## src/rtl/debug_dump_tx.sv

```systemverilog
// -----------------------------------------------------------------------------
// debug_dump_tx
//   Transmit side of the MIPS debug link. On request it serializes a snapshot
//   of the PC, the register file and data memory over a UART line (8N1):
//     0xA5 | PC | REG[0..NUM_REGISTERS-1] | MEM[0..MEM_SIZE-1] | 0x5A
//   Words go least-significant byte first; bytes go LSB first.
//
// Ports
//   i_clk        clock, all logic on the rising edge
//   i_rst        asynchronous reset, active low
//   i_start      dump request, sampled only while idle
//   i_pc         PC value, captured on the start-accept edge
//   o_reg_addr   register-file read address
//   i_reg_data   register read data (combinational from o_reg_addr)
//   o_mem_addr   data-memory read address (word index)
//   i_mem_data   memory read data (combinational from o_mem_addr)
//   o_uart_tx    serial line, idle high
//   o_busy       high from start accept until frame end (stalls the CPU)
//   o_done       one-cycle pulse at frame end
//   o_dbg_state  current word-level FSM state
//
// Start/busy/done handshake: i_start is a level request sampled only in IDLE;
// the accepting edge raises o_busy for the next cycle. Requests seen while
// busy or in DONE are dropped, not queued. o_done and the fall of o_busy
// coincide in the single DONE cycle, which is always followed by at least one
// IDLE cycle.
// -----------------------------------------------------------------------------
module debug_dump_tx #(
    parameter int SIZE          = 32,
    parameter int NUM_REGISTERS = 32,
    parameter int MEM_SIZE      = 64,
    parameter int ADDR_WIDTH    = $clog2(MEM_SIZE),
    parameter int CLKS_PER_BIT  = 2604
) (
    input  logic                  i_clk,
    input  logic                  i_rst,
    input  logic                  i_start,
    input  logic [SIZE-1:0]       i_pc,
    output logic [4:0]            o_reg_addr,
    input  logic [SIZE-1:0]       i_reg_data,
    output logic [ADDR_WIDTH-1:0] o_mem_addr,
    input  logic [SIZE-1:0]       i_mem_data,
    output logic                  o_uart_tx,
    output logic                  o_busy,
    output logic                  o_done,
    output logic [2:0]            o_dbg_state
);

    localparam int CW    = $clog2(CLKS_PER_BIT);
    localparam int BYTES = SIZE / 8;
    localparam int BW    = (BYTES > 1) ? $clog2(BYTES) : 1;

    localparam logic [CW-1:0]         CLK_LAST  = CW'(CLKS_PER_BIT - 1);
    localparam logic [BW-1:0]         BYTE_LAST = BW'(BYTES - 1);
    localparam logic [4:0]            REG_LAST  = 5'(NUM_REGISTERS - 1);
    localparam logic [ADDR_WIDTH-1:0] MEM_LAST  = ADDR_WIDTH'(MEM_SIZE - 1);

    localparam logic [2:0] S_IDLE = 3'd0;
    localparam logic [2:0] S_HDR  = 3'd1;
    localparam logic [2:0] S_PC   = 3'd2;
    localparam logic [2:0] S_LOAD = 3'd3;
    localparam logic [2:0] S_WORD = 3'd4;
    localparam logic [2:0] S_TRL  = 3'd5;
    localparam logic [2:0] S_DONE = 3'd6;

    logic [2:0]            state_q,     state_d;
    logic [CW-1:0]         clk_cnt_q,   clk_cnt_d;
    logic [3:0]            bit_cnt_q,   bit_cnt_d;    // 0 start, 1..8 data, 9 stop
    logic [BW-1:0]         byte_idx_q,  byte_idx_d;
    logic [SIZE-1:0]       word_q,      word_d;       // current byte sits in [7:0]
    logic [SIZE-1:0]       pc_q,        pc_d;
    logic [4:0]            reg_addr_q,  reg_addr_d;
    logic [ADDR_WIDTH-1:0] mem_addr_q,  mem_addr_d;
    logic                  mem_phase_q, mem_phase_d;
    logic                  tx_q,        tx_d;

    always_comb begin
        state_d     = state_q;
        clk_cnt_d   = clk_cnt_q;
        bit_cnt_d   = bit_cnt_q;
        byte_idx_d  = byte_idx_q;
        word_d      = word_q;
        pc_d        = pc_q;
        reg_addr_d  = reg_addr_q;
        mem_addr_d  = mem_addr_q;
        mem_phase_d = mem_phase_q;
        tx_d        = tx_q;

        case (state_q)
            S_IDLE: begin
                tx_d = 1'b1;
                if (i_start) begin
                    pc_d       = i_pc;
                    word_d     = SIZE'(8'hA5);
                    state_d    = S_HDR;
                    clk_cnt_d  = '0;
                    bit_cnt_d  = 4'd0;
                    byte_idx_d = '0;
                    tx_d       = 1'b0;
                end
            end

            S_HDR, S_PC, S_WORD, S_TRL: begin
                if (clk_cnt_q != CLK_LAST) begin
                    clk_cnt_d = clk_cnt_q + CW'(1);
                end else begin
                    clk_cnt_d = '0;
                    if (bit_cnt_q != 4'd9) begin
                        // tx_d is the level of the bit being entered, so it
                        // leaves the flop aligned with the bit boundary.
                        bit_cnt_d = bit_cnt_q + 4'd1;
                        tx_d      = (bit_cnt_q == 4'd8) ? 1'b1 : word_q[bit_cnt_q[2:0]];
                    end else begin
                        bit_cnt_d = 4'd0;
                        case (state_q)
                            S_HDR: begin
                                state_d    = S_PC;
                                word_d     = pc_q;
                                byte_idx_d = '0;
                                tx_d       = 1'b0;
                            end
                            S_TRL: begin
                                state_d = S_DONE;
                                tx_d    = 1'b1;
                            end
                            default: begin
                                if (byte_idx_q != BYTE_LAST) begin
                                    byte_idx_d = byte_idx_q + BW'(1);
                                    word_d     = word_q >> 8;
                                    tx_d       = 1'b0;
                                end else begin
                                    // Word finished: advance the read address so
                                    // it is stable for the whole LOAD cycle.
                                    byte_idx_d = '0;
                                    tx_d       = 1'b1;
                                    state_d    = S_LOAD;
                                    if (state_q == S_WORD) begin
                                        if (!mem_phase_q) begin
                                            if (reg_addr_q == REG_LAST) begin
                                                reg_addr_d  = 5'd0;
                                                mem_phase_d = 1'b1;
                                            end else begin
                                                reg_addr_d = reg_addr_q + 5'd1;
                                            end
                                        end else if (mem_addr_q == MEM_LAST) begin
                                            mem_addr_d  = '0;
                                            mem_phase_d = 1'b0;
                                            state_d     = S_TRL;
                                            word_d      = SIZE'(8'h5A);
                                            tx_d        = 1'b0;
                                        end else begin
                                            mem_addr_d = mem_addr_q + ADDR_WIDTH'(1);
                                        end
                                    end
                                end
                            end
                        endcase
                    end
                end
            end

            S_LOAD: begin
                word_d     = mem_phase_q ? i_mem_data : i_reg_data;
                state_d    = S_WORD;
                clk_cnt_d  = '0;
                bit_cnt_d  = 4'd0;
                byte_idx_d = '0;
                tx_d       = 1'b0;
            end

            S_DONE: begin
                state_d = S_IDLE;
                tx_d    = 1'b1;
            end

            default: begin
                state_d = S_IDLE;
                tx_d    = 1'b1;
            end
        endcase
    end

    always_ff @(posedge i_clk or negedge i_rst) begin
        if (!i_rst) begin
            state_q     <= S_IDLE;
            clk_cnt_q   <= '0;
            bit_cnt_q   <= 4'd0;
            byte_idx_q  <= '0;
            word_q      <= '0;
            pc_q        <= '0;
            reg_addr_q  <= 5'd0;
            mem_addr_q  <= '0;
            mem_phase_q <= 1'b0;
            tx_q        <= 1'b1;
        end else begin
            state_q     <= state_d;
            clk_cnt_q   <= clk_cnt_d;
            bit_cnt_q   <= bit_cnt_d;
            byte_idx_q  <= byte_idx_d;
            word_q      <= word_d;
            pc_q        <= pc_d;
            reg_addr_q  <= reg_addr_d;
            mem_addr_q  <= mem_addr_d;
            mem_phase_q <= mem_phase_d;
            tx_q        <= tx_d;
        end
    end

    assign o_reg_addr  = reg_addr_q;
    assign o_mem_addr  = mem_addr_q;
    assign o_uart_tx   = tx_q;
    assign o_busy      = (state_q != S_IDLE) && (state_q != S_DONE);
    assign o_done      = (state_q == S_DONE);
    assign o_dbg_state = state_q;

endmodule
```

## config.mk

```make
export PLATFORM = sky130hd
export DESIGN_NAME = debug_dump_tx
export DESIGN_NICKNAME = d
export VERILOG_FILES = /design/src/rtl/debug_dump_tx.sv
export SDC_FILE = /design/constraint.sdc
export NUM_CORES = 1
export LEC_CHECK = 0
export ABC_AREA = 1
export BUFFER_PORTS_ARGS = -buffer_cell sky130_fd_sc_hd__buf_2
export CORE_AREA = 2 2 105 107
export CTS_CLUSTER_DIAMETER = 120
export DETAILED_ROUTE_END_ITERATION = 10
export DIE_AREA = 0 0 107 109
export PLACE_DENSITY = 0.87
export SYNTH_ARGS = -nofsm -noshare
export SYNTH_HDL_FRONTEND = slang
export SYNTH_SLANG_ARGS = --single-unit
```

## constraint.sdc

```tcl
create_clock -name i_clk -period 3.7 [get_ports i_clk]
set_clock_uncertainty 0.2 [all_clocks]
set_input_delay 0.74 -clock i_clk [delete_from_list [all_inputs] [get_ports i_clk]]
set_output_delay 0.74 -clock i_clk [all_outputs]
set_load 0.005 [all_outputs]
```

* After elaboration in Yosys (flattened, before gate mapping) *
Cells that the tools add are included.

word-level totals
  input port bits = 99
  output and inout bits = 17
  logic and storage cells = 105
  register bits after elaboration = 98

operators by class
  reductions and logical operators = 15
  $add $sub $neg = 5
  magnitude comparators = 1
  bitwise gates (word level) = 5
  eq/ne operators = 21
  muxes and demuxes = 48

operators with widths
  kind                                                        number
  2-to-1 mux 32 bit                                           8
  one-hot mux 32 bit (3 select lines)                         1
  one-hot mux 32 bit (2 select lines)                         1
  one-hot mux 12 bit (3 select lines)                         1
  2-to-1 mux 12 bit                                           2
  2-to-1 mux 3 bit                                            7
  inequality test 4 bit, second input constant                5
  AND reduction 7 bit                                         2
  adder 12 x 1 -> 12 bit, second input constant               1
  2-to-1 mux 4 bit                                            3
  inequality test 12 bit, second input constant               1
  one-hot mux 4 bit (3 select lines)                          1
  2-to-1 mux 1 bit                                            11
  inequality test 2 bit, second input constant                5
  equality test 3 bit, second input constant                  3
  one-hot mux 3 bit (3 select lines)                          1
  2-to-1 mux 2 bit                                            4
  AND reduction 8 bit                                         1
  adder 6 x 1 -> 6 bit, second input constant                 1
  equality test 3 x 2 -> 1 bit, second input constant         2
  equality test 6 bit, second input constant                  1
  less-than comparator 3 x 6 -> 1 bit, second input constant  1
  2-to-1 mux 6 bit                                            1
  one-hot mux 2 bit (3 select lines)                          1
  other kinds (24)                                            30

* Depth between registers and ports, before layout *
  depth in word-level cells = 9
  depth in mapped cells = 11
  mapped depth without buffers = 10

* Least setup slack after synthesis *
No wires, ideal clock.

  path type = register to register
  start = register bit_cnt_q[1]
  end = register mem_addr_q[2], in the netlist o_mem_addr[2]
  required time = 3370 ps
  library setup time = 130 ps
  data arrival time = 1560 ps
  buffers on the path = 1
  slack = 1810 ps
  stages on the path, launching flop included = 11
  clock period less this slack = 1890 ps
  path through = dfrtp_1 > inv_1 > ha_1 > nand3_1 > inv_1 > nand2_1 > nor3_1 > nand2_1 > clkbuf_1 > nand2_1 > o21ai_1

between the ends
  longest elaborated chain between the ends = 3

RTL lines
  element                        RTL line  source
  start, declared                68        logic [3:0] bit_cnt_q, bit_cnt_d;
  start signal, assigned         198       bit_cnt_q <= bit_cnt_d;
  inequality test 4 bit          108       if (bit_cnt_q != 4'd9) begin
  inverter 1 bit (no line)       -
  AND reduction 7 bit (no line)  -
  end signal, assigned           203       mem_addr_q <= mem_addr_d;
  end, declared                  73        logic [ADDR_WIDTH-1:0] mem_addr_q, mem_addr_d;

No other way between the ends.
A chain may end at the register's enable or synchronous reset.

* Worst setup path in the final report *
  start = register clk_cnt_q[0]
  end = register word_q[4]

between the ends
  longest elaborated chain between the ends = 3

RTL lines
  element                          RTL line  source
  start, declared                  67        logic [CW-1:0] clk_cnt_q, clk_cnt_d;
  start signal, assigned           197       clk_cnt_q <= clk_cnt_d;
  inequality test 12 bit           104       if (clk_cnt_q != CLK_LAST) begin
  inequality test 2 bit (no line)  -
  AND reduction 8 bit (no line)    -
  end signal, assigned             200       word_q <= word_d;
  end, declared                    70        logic [SIZE-1:0] word_q, word_d;

No other way between the ends.

==> key figures <==
GRT
  – Vias in the first global route: approximately 4,900
  – Initial antenna violation count: 0
  – Overflow after GRT: 0
  – Largest net degree at the start of global routing: 83
  – Gr usage total: approximately 25%
  – First-pass GRT wire length: about 23 mm

Clock tree
  – CTS tree: yes
  – Post-CTS Repair Setup Buffers: 0
  – Gates resized, CTS repair: 0
  – TritonCTS buffer count: 9
  – Clock latency on the worst-skew pair: 380 ps
  – Clock-pin slew on the worst setup and hold paths: 100 ps
  – Sink Count: 98
  – CTS H-Tree Depth: 3
  – Clk buf depth: 2
  – Post-CTS Hold Fix Bufs: 0
  – CTS root buffer: clkbuf_8

Pwr
  – Clock share of power: about 42%
  – Tot Pwr: roughly 2000 uW
  – Combinational power share: ~4.3%
  – Net Sw Frac: between 20% and 30%
  – Part of the power in registers: roughly 54%
  – Leak Pwr: between 0.003 and 0.004 uW
  – P_sw: 428 uW
  – Pwr per Cell Area: just over 300 nW/um2
  – Worst IR Drop VDD: about 0.22 mV
  – Cell Int Power: approximately 1600 uW

Finish
  – Fin area: 6600 um2
  – Ant. Diodes: 0
  – Area grow syn2layout: 15.5%
  – Final nets: roughly 950
  – Commonest cells after routing, fill and taps aside: 251 x nand2_1, 114 x buf_2, 97 x dfrtp_1, 58 x nor2_1, 54 x nand3_1
  – Share of cells above drive strength 1: between 20% and 30%
  – Commonest non-fill, non-tap cell in the layout: nand2_1

Die
  – Die X: 107 um
  – Core area: 10,600 um2
  – Initial Utilization: a little over half
  – Cell row count: 38
  – Die height: ~110 um
  – Boundary Pins: 116
  – Die area: ~12,000 um2

Synth
  – Mapped cell area: around 5700 um2
  – Yosys top cell area share: 42.5%
  – Syn avg cell area: approximately 7.7 um2
  – Post-Syn Instances: 741
  – Most area-hungry cell type in the Yosys netlist: dfrtp_1
  – Seq/Total Area, Yosys: about 43%
  – Unique masters post-synth: 34
  – Seq cells post-synth: 98
  – Synthesis Warnings: 0
  – Ranking of synthesized cells by area: dfrtp_1 43%, nand2_1 17%, mux2_2 5.7%
  – Synth Net Count: between 800 and 900

STA
  – Hold slack: between 200 and 300 ps
  – Slew margin rel.: 29.5%
  – Fmax: ~0.32 GHz
  – Fin crit period: roughly 3100 ps
  – Least-Margin Pin Slew: about 1100 ps
  – Final Hold Viols: 0
  – Final setup viols: 0
  – Fin crit share: 84.7%
  – Slew Limit Fails: 0
  – RSZ-0062 raised after global routing: false
  – Total negative setup slack: 0 ps

Worst setup path
  – CP max stage delay: ~700 ps
  – Crit end category: flop
  – Crit path DAT: approximately 3200 ps
  – Critical Path Slowest Stage Cell: nand3_2
  – Critical-path cell list: ha_1 > nand3_1 > nand3b_2 > o21ai_1 > nand3_2 > nand2_1 > nand2_1
  – CP max FO: 32
  – Crit path kind: flop to flop
  – Most numerous cell on the critical path: nand2_1
  – WP data required: 3770 ps
  – CP Launch Type: flop

Hold path
  – Hold WC Path Type: flop to flop

Routing
  – Detail Route Antenna Nets: 0
  – DR iter-0 viols: 340
  – Drt pass-1 iters: 7
  – # DRC: 0
  – Total Routed Length: around 14 mm
  – Wire per inst: around 14 um
  – Vias: between 5,000 and 6,000
  – Vias per cell: roughly 5.4

Flow run
  – Max_cap viols: 0

Placement
  – I/O Buffers: 115
  – Routability cong.: ~0.90
  – Dpl hpwl: roughly 9.7 mm
  – Placement Cell Area: approximately 6400 um2

Run status
  – Status: complete, no violations
-- per-layer routing --
metal / wire, um / share of wire (%) / global-route usage (%)
met1: 6100 / 44 / 33.8
met2: 6790 / 49 / 40.8
met3: 778 / 5.6 / 3.41
met4: 279 / 2.0 / 9.09
met5: 0 / 0 / 0
-- worst max-delay path: cells and delay by family, from the launching register on --
family | cells | cell delay, ps
fa+ha+maj | 1 | 260
flops | 1 | 420
simple gates | 5 | 1480
compound gates | 1 | 660
-- power groups by stage --
stage               combinational, uW  sequential (uW)  clock (uW)
global route                     97.2             1070         888
detailed placement               87.1             1090           0
floorplan                        13.3             1090           0
global placement                 86.3             1090           0
finish                           85.9             1070         841
CTS                              87.4             1070         838
-- final timing paths --
check | startpoint | to | slack [ps] | cells past startpoint
worst max-delay path | clk_cnt_q[0] | word_q[4] | 570 | 7
worst min-delay path | word_q[27] | word_q[27] | 280 | 2
worst max register to register | clk_cnt_q[0] | word_q[4] | 570 | 7
worst min register to register | word_q[27] | word_q[27] | 280 | 2
max in group asynchronous | i_rst | o_uart_tx | 2150 | 2
min in group asynchronous | i_rst | pc_q[31] | 340 | 1
-- synth_stat cells --
library cell  number
nand2_1          251
dfrtp_1           97
nor2_1            59
nand3_1           54
o21ai_1           36
inv_1             33
mux2_2            29
or2_2             27
o211ai_1          25
clkbuf_1          14
buf_2             13
o21ai_0           13
inv_2             12
nand4_1           12
xor2_1             9
ha_1               8
o31ai_1            8
a21oi_1            6
nor3_1             6
nand2_2            4
buf_1              3
buf_4              3
mux2_1             3
nor2_2             3
buf_6              2
o22ai_1            2
xnor2_1            2
a31oi_1            1
dfstp_2            1
nand2_4            1
nand3_2            1
nand3_4            1
nand3b_2           1
nor2_4             1
-- state kept, by name, indices dropped and copies added (netlist names) --
register and cells:
bit_cnt_q 4, byte_idx_q 2, clk_cnt_q 12, mem_phase_q 1, o_dbg_state 3, o_mem_addr 6
o_reg_addr 5, o_uart_tx 1, pc_q 32, word_q 32
-- cell type report --
class | count | area [um2]
Clock buffer | 10 | 128
Clock inverter | 6 | 113
Fill cell | 893 | 4010
Inverter | 45 | 169
Multi-Input combinational cell | 563 | 2920
Sequential cell | 98 | 2450
Tap cell | 140 | 175
Timing Repair Buffer | 123 | 638
-- kinds of logic (layout without fill, tap and decap cells) --
family	after synthesis	count (layout)	share of synthesized area, %
multiplexers	32	32	6.31
buffers and inverters	80	184	6.01
XOR/XNOR	11	11	1.69
flip-flops	98	98	43.0
AND/OR/NAND/NOR	421	421	31.8
AO/OA/AOI/OAI	91	91	9.49
adder cells (fa/ha/maj)	8	8	1.75
-- metrics by stage --
| stage | util, % | setup slack [ps] | instances |
|---|---|---|---|
| floorplan | - | 1810 | 741 |
| global placement | 59.9 | 771 | 969 |
| detailed placement | 59.9 | 708 | 969 |
| CTS | 62.2 | 603 | 985 |
| global route | 62.2 | 309 | 985 |
| finish | 62.2 | 565 | 985 |
No activity file was read; power rests on OpenSTA's default activity.
